File: src/rtl/uart_rx_deserializer_pkg.sv
// Shared types and constants for the UART receive path.
// PARITY_ODD selects the parity sense used when UART_RX_PARITY_EN is defined.
package uart_rx_deserializer_pkg;

    typedef enum logic [2:0] {
        RX_IDLE,
        RX_START,
        RX_DATA,
        RX_PARITY,
        RX_STOP,
        RX_BREAK
    } rx_state_t;

    // 0 = even parity, 1 = odd parity
    localparam logic PARITY_ODD = 1'b0;

endpackage

File: src/rtl/uart_rx_sync.sv
// Two-flop synchronizer for an asynchronous single-bit input.
// RST_VAL is the value both stages take under reset (line idle level).
module uart_rx_sync #(
    parameter logic RST_VAL = 1'b1
) (
    input  logic clk,
    input  logic n_rst,
    input  logic d,
    output logic q
);

    logic meta;

    always_ff @(posedge clk) begin
        if (!n_rst) begin
            meta <= RST_VAL;
            q    <= RST_VAL;
        end else begin
            meta <= d;
            q    <= meta;
        end
    end

endmodule

File: src/rtl/uart_rx_deserializer.sv
// UART receiver: start detect, mid-bit sampling, LSB-first framing, 1-cycle valid pulse.
// Optional parity bit and check enabled by defining UART_RX_PARITY_EN.
module uart_rx_deserializer
    import uart_rx_deserializer_pkg::*;
#(
    parameter int BAUD_DIV  = 434,
    parameter int DATA_BITS = 8,
    parameter int CNT_W     = 16
) (
    input  logic                 clk,
    input  logic                 n_rst,
    input  logic                 rx_i,
    output logic [DATA_BITS-1:0] rx_data,
    output logic                 rx_valid,
    output logic                 frame_err,
    output logic                 parity_err,
    output logic                 rx_busy
);

    localparam int              IDX_W    = $clog2(DATA_BITS);
    localparam logic [CNT_W-1:0] HALF_TGT = CNT_W'(BAUD_DIV / 2 - 1);
    localparam logic [CNT_W-1:0] BIT_TGT  = CNT_W'(BAUD_DIV - 1);
    localparam logic [IDX_W-1:0] LAST_IDX = IDX_W'(DATA_BITS - 1);

    rx_state_t              state;
    rx_state_t              state_nxt;
    logic                   rx_s;
    logic [CNT_W-1:0]       cnt;
    logic [IDX_W-1:0]       idx;
    logic [DATA_BITS-1:0]   shift_reg;
    logic                   tick;

    uart_rx_sync #(
        .RST_VAL (1'b1)
    ) u_sync (
        .clk   (clk),
        .n_rst (n_rst),
        .d     (rx_i),
        .q     (rx_s)
    );

    // START waits half a bit so every later tick lands mid-bit
    always_comb begin
        tick = 1'b0;
        if (state == RX_START)
            tick = (cnt == HALF_TGT);
        else
            tick = (cnt == BIT_TGT);
    end

    always_ff @(posedge clk) begin
        if (!n_rst)
            state <= RX_IDLE;
        else
            state <= state_nxt;
    end

    always_comb begin
        state_nxt = state;
        case (state)
            RX_IDLE:
                if (!rx_s)
                    state_nxt = RX_START;
            RX_START:
                if (tick)
                    state_nxt = rx_s ? RX_IDLE : RX_DATA;
            RX_DATA:
                if (tick && (idx == LAST_IDX)) begin
`ifdef UART_RX_PARITY_EN
                    state_nxt = RX_PARITY;
`else
                    state_nxt = RX_STOP;
`endif
                end
`ifdef UART_RX_PARITY_EN
            RX_PARITY:
                if (tick)
                    state_nxt = RX_STOP;
`endif
            RX_STOP:
                if (tick)
                    state_nxt = rx_s ? RX_IDLE : RX_BREAK;
            RX_BREAK:
                if (rx_s)
                    state_nxt = RX_IDLE;
            default:
                state_nxt = RX_IDLE;
        endcase
    end

    assign rx_busy = (state != RX_IDLE);

`ifdef UART_RX_PARITY_EN
    logic parity_bit;
    logic parity_err_q;

    always_ff @(posedge clk) begin
        if (!n_rst) begin
            parity_bit   <= 1'b0;
            parity_err_q <= 1'b0;
        end else begin
            parity_err_q <= 1'b0;
            if (state == RX_PARITY && tick)
                parity_bit <= rx_s;
            if (state == RX_STOP && tick)
                parity_err_q <= (^shift_reg) ^ parity_bit ^ PARITY_ODD;
        end
    end

    assign parity_err = parity_err_q;
`else
    assign parity_err = 1'b0;
`endif

    // Timer restarts on every state entry and on each bit tick; flags live for one cycle
    always_ff @(posedge clk) begin
        if (!n_rst) begin
            cnt       <= '0;
            idx       <= '0;
            shift_reg <= '0;
            rx_data   <= '0;
            rx_valid  <= 1'b0;
            frame_err <= 1'b0;
        end else begin
            rx_valid  <= 1'b0;
            frame_err <= 1'b0;

            if (state_nxt != state || tick || state == RX_IDLE || state == RX_BREAK)
                cnt <= '0;
            else
                cnt <= cnt + CNT_W'(1);

            case (state)
                RX_START:
                    if (tick)
                        idx <= '0;
                RX_DATA:
                    if (tick) begin
                        shift_reg <= {rx_s, shift_reg[DATA_BITS-1:1]};
                        if (idx != LAST_IDX)
                            idx <= idx + IDX_W'(1);
                    end
                RX_STOP:
                    if (tick) begin
                        rx_data   <= shift_reg;
                        rx_valid  <= 1'b1;
                        frame_err <= ~rx_s;
                    end
                default: ;
            endcase
        end
    end

endmodule

File: config.mk
export PLATFORM = sky130hd
export DESIGN_NAME = uart_rx_deserializer
export DESIGN_NICKNAME = d
export VERILOG_FILES = /design/src/rtl/uart_rx_deserializer_pkg.sv /design/src/rtl/uart_rx_sync.sv /design/src/rtl/uart_rx_deserializer.sv
export SDC_FILE = /design/constraint.sdc
export NUM_CORES = 1
export LEC_CHECK = 0
export ABC_AREA = 1
export ABC_CLOCK_PERIOD_IN_PS = 2250
export BUFFER_PORTS_ARGS = -buffer_cell sky130_fd_sc_hd__buf_2
export CORE_MARGIN = 10
export CORE_UTILIZATION = 30
export CTS_BUF_LIST = sky130_fd_sc_hd__clkbuf_16
export CTS_CLUSTER_DIAMETER = 60
export CTS_CLUSTER_SIZE = 10
export DETAILED_ROUTE_END_ITERATION = 10
export PLACE_DENSITY = 0.48
export SYNTH_ARGS = -nofsm -noshare
export SYNTH_HDL_FRONTEND = slang
export SYNTH_SLANG_ARGS = --single-unit
File: constraint.sdc
create_clock -name clk -period 2.25 [get_ports clk]
set_input_delay 0.45 -clock clk [delete_from_list [all_inputs] [get_ports clk]]
set_output_delay 0.45 -clock clk [all_outputs]
set_load 0.1 [all_outputs]
==> qor.log <==
[clock_network] number of setup buffers added after CTS 0
[sta] Final Hold Viols 0
[layout] filler instances 673
[flow_run] max cap viols 0
[clock_network] count of clock tree sinks 42
[grt] initial antenna violation count 0
[sta] worst setup skew after layout 0.00802 ns
[worst_setup_path] nature of the critical path startpoint register
[grt] pin count of the biggest net entering global routing 17
[layout] layout cells sized above 1 20.3%
[pwr] leakage component of the power 0.968 nW
[yosys] cell taking the most area after synthesis dfxtp_1
[floorplanning] standard cell core area 6460 um^2
[hold_path] worst min-delay path class in2reg
[yosys] number of library cell types mapped by synthesis 32
[sta] Final Critical Period 1.88 ns
[layout] antenna diode count 0
[grt] wire length of the first global-routing pass 6670 um
[placed_design] placed insts 340
[pwr] portion of total power attributed to the clock network 54.4%
[yosys] number of storage elements in the synthesis netlist 42
[floorplanning] vertical die dimension 102 um
[yosys] Post-Synthesis Cell Area 2030 um^2
[yosys] top flip-flop cell by instance count after synthesis dfxtp_1
[clock_network] clock buffers created by TritonCTS 5
[pwr] Sw Pwr 0.000351 W
[yosys] syn_nets 259
[worst_setup_path] critical path data required time 2.41 ns
[routing] final routed wire length divided by cell count 10.8 um
[yosys] async set-reset flop share out of synthesis 0%
[status] status completed
[routing] number of design-rule violations left by the first detailed-router iteration 53
[grt] total global routing track utilization 8.00%
[floorplanning] width of the chip 102 um
[floorplanning] Site Rows 29
[placed_design] placer congestion estimate 0.734
[sta] peak clock frequency supported by timing 532 MHz
[floorplanning] starting utilization of the core area 31.5%
[worst_setup_path] Worst setup EP type register
[layout] sequential cell area 841 um^2
[grt] met2 track utilization from global routing 12.3%
[grt] Remaining Overflow, GRT 0
[layout] fraction of the core area covered by cells at the end of the flow 36.6%
[layout] Post-layout nets 276
[pwr] maximum resistive drop on vdd 0.469 mV
[routing] Vias per Instance 4.30
[routing] Via Count 1497
[grt] met3 track demand over resource 2.43%
[pwr] Sw Ratio 20.1%
[placed_design] Buffers on Ports 13
[clock_network] Root Buffer clkbuf_16
[layout] area added between synthesis and finish 16.3%
[sta] final setup violating endpoints 0
[routing] DRC Markers 0
[pwr] power density of the placed cells 738 nW/um^2
[routing] total iterations of the first detailed-routing run 4
[pwr] Internal Pwr Total 0.00139 W
[placed_design] Post-DP HPWL 2700 um
[yosys] fraction of synthesized cell area taken by the top area cell type 41.4%
[clock_network] cts hold-fix bufs 0
[sta] unrepaired setup endpoints after global routing no
[worst_setup_path] maximum net fanout on the critical path 16
[layout] multi-input combinational cell area 990 um^2
[clock_network] Clk Latency, worst-skew pair 0.29 ns
[pwr] portion of total power attributed to sequential cells 43.0%
[grt] layer carrying the most global-route usage met2
[clock_network] number of resized instances in the post-cts repair step 0
[grt] global-route track usage on met1 9.92%
[routing] final wirelength 3740 um
[yosys] sequential-to-total area share from yosys stat 41.4%
[worst_setup_path] category of the most critical setup path reg2reg
[yosys] average cell area after synthesis 8.03 um^2
[worst_setup_path] critical path data arrival time 2.04 ns
[placed_design] worst setup slack after placement 0.356 ns
[sta] Setup WS post-layout 0.371 ns
[sta] fin crit share 83.5%
[clock_network] clock-pin slew on the worst setup and hold paths 0.07 ns
[yosys] number of warnings issued by yosys 0
[layout] Largest register FFs 16
[layout] Final Non-Filler Cells 348
[yosys] post-synthesis cell count 253
[routing] post-detailed-route count of antenna-violating nets 0
[yosys] number of synthesized flops with an enable pin 0
[clock_network] number of H-tree levels 2
[clock_network] buffer depth of the longest clock path 2
[floorplanning] I/O pin cnt 15
[pwr] total chip power 0.00174 W
[grt] via count of the first global-routing pass 1460
[sta] setup tns final 0 ns
[clock_network] clock tree from TritonCTS built
[sta] final slew viol count 0
[yosys] dominant cells by area after synthesis dfxtp_1 (41%), nand2_1 (6.8%), nor2_4 (6.7%), inv_1 (6.5%), nor2_1 (5.5%)
[floorplanning] Die Outline Area 10500 um^2
[pwr] fraction of power consumed by combinational cells 2.6%
==> worst paths after layout <==
path                    start     endpoint  slack, ns  cells past startpoint
hold / removal           rx_i  u_sync.meta       0.35                      2
hold reg to reg   u_sync.meta     u_sync.q       0.41                      1
setup / recovery     state[0]       cnt[2]       0.37                     11
setup reg to reg     state[0]       cnt[2]       0.37                     11
==> worst max-delay path, stage by stage, from the launching register on <==
cell	delay (ns)
dfxtp_1	0.45
nand2_1	0.10
nor2_2	0.20
nand2_1	0.09
nand2_1	0.08
nand4_1	0.15
nand2_1	0.09
nand2_1	0.05
nand2_1	0.07
nand2_1	0.09
nand3_4	0.30
nor2_1	0.07
==> area by class of cell <==
type | count | share of cell area, %
clock buffers | 5 | 5.30
inverters | 41 | 6.51
clock inverters | 3 | 2.91
flip-flops and latches | 42 | 35.6
well taps | 77 | 4.08
multi-input cells | 164 | 41.9
repair buffers | 16 | 3.71
==> power groups by stage <==
stage | sequential, W | clock [W] | combinational (W)
2_1_floorplan | 0.000766 | 0 | 0.0000414
3_3_place_gp | 0.000767 | 0 | 0.0000465
3_5_place_dp | 0.000767 | 0 | 0.0000469
4_1_cts | 0.000750 | 0.000975 | 0.0000470
5_1_grt | 0.000750 | 0.000999 | 0.0000505
6_report | 0.000750 | 0.000948 | 0.0000460
==> kinds of logic (layout without fill, tap and decap cells) <==
group                    count (synthesis)  in the layout  synth area share (%)
XOR/XNOR                                14             14                  6.03
buffers and inverters                   47             65                  9.91
flip-flops                              42             42                  41.4
adder cells (fa/ha/maj)                  3              3                  1.85
AO/OA/AOI/OAI                           33             33                  9.30
other                                    1              1                 0.185
AND/OR/NAND/NOR                        113            113                  31.3
==> synthesized netlist by cell type, types with 3 or more instances <==
| library cell | count |
|---|---|
| a211oi_1 | 7 |
| a21oi_1 | 14 |
| dfxtp_1 | 42 |
| ha_1 | 3 |
| inv_1 | 35 |
| inv_2 | 4 |
| nand2_1 | 37 |
| nand3_1 | 7 |
| nand4_1 | 6 |
| nor2_1 | 30 |
| nor2_2 | 3 |
| nor2_4 | 12 |
| nor3_1 | 5 |
| o21ai_0 | 10 |
| xnor2_1 | 3 |
| xor2_1 | 11 |
==> per-stage QoR <==
stage | instance area [um^2] | hold slack (ns)
6_report | 2360 | 0.346
5_1_grt | 2360 | 0.341
4_1_cts | 2360 | 0.341
3_5_place_dp | 2170 | 0.399
3_3_place_gp | 2170 | 0.395
2_1_floorplan | 2030 | 0.393
==> metal layers <==
layer,wire length [um],part of all wire (%)
met5,0,0
met4,69,1.8
met3,136,3.6
met2,1570,42
met1,1960,52
==> cell usage in the layout (no fill, tap or decap) <==
master,count
a21oi_1,14
clkbuf_16,5
nand4_1,6
o21ai_0,10
nor3_2,2
clkinv_4,1
nor2_4,12
xnor2_1,3
buf_2,13
nand2_1,37
nand3_1,7
a21oi_2,1
clkinv_1,2
nand2_4,2
conb_1,1
dfxtp_1,42
buf_4,3
nand3_4,1
nor2_8,1
nor2_1,30
nand3b_1,2
nand3_2,2
a211oi_1,7
xor2_1,11
ha_1,3
or2_2,2
nor3_1,5
nand2_2,1
o211ai_1,1
inv_1,35
bufinv_16,2
nor2_2,3
inv_2,4
Note: power is estimated with default switching activity, not from simulation.
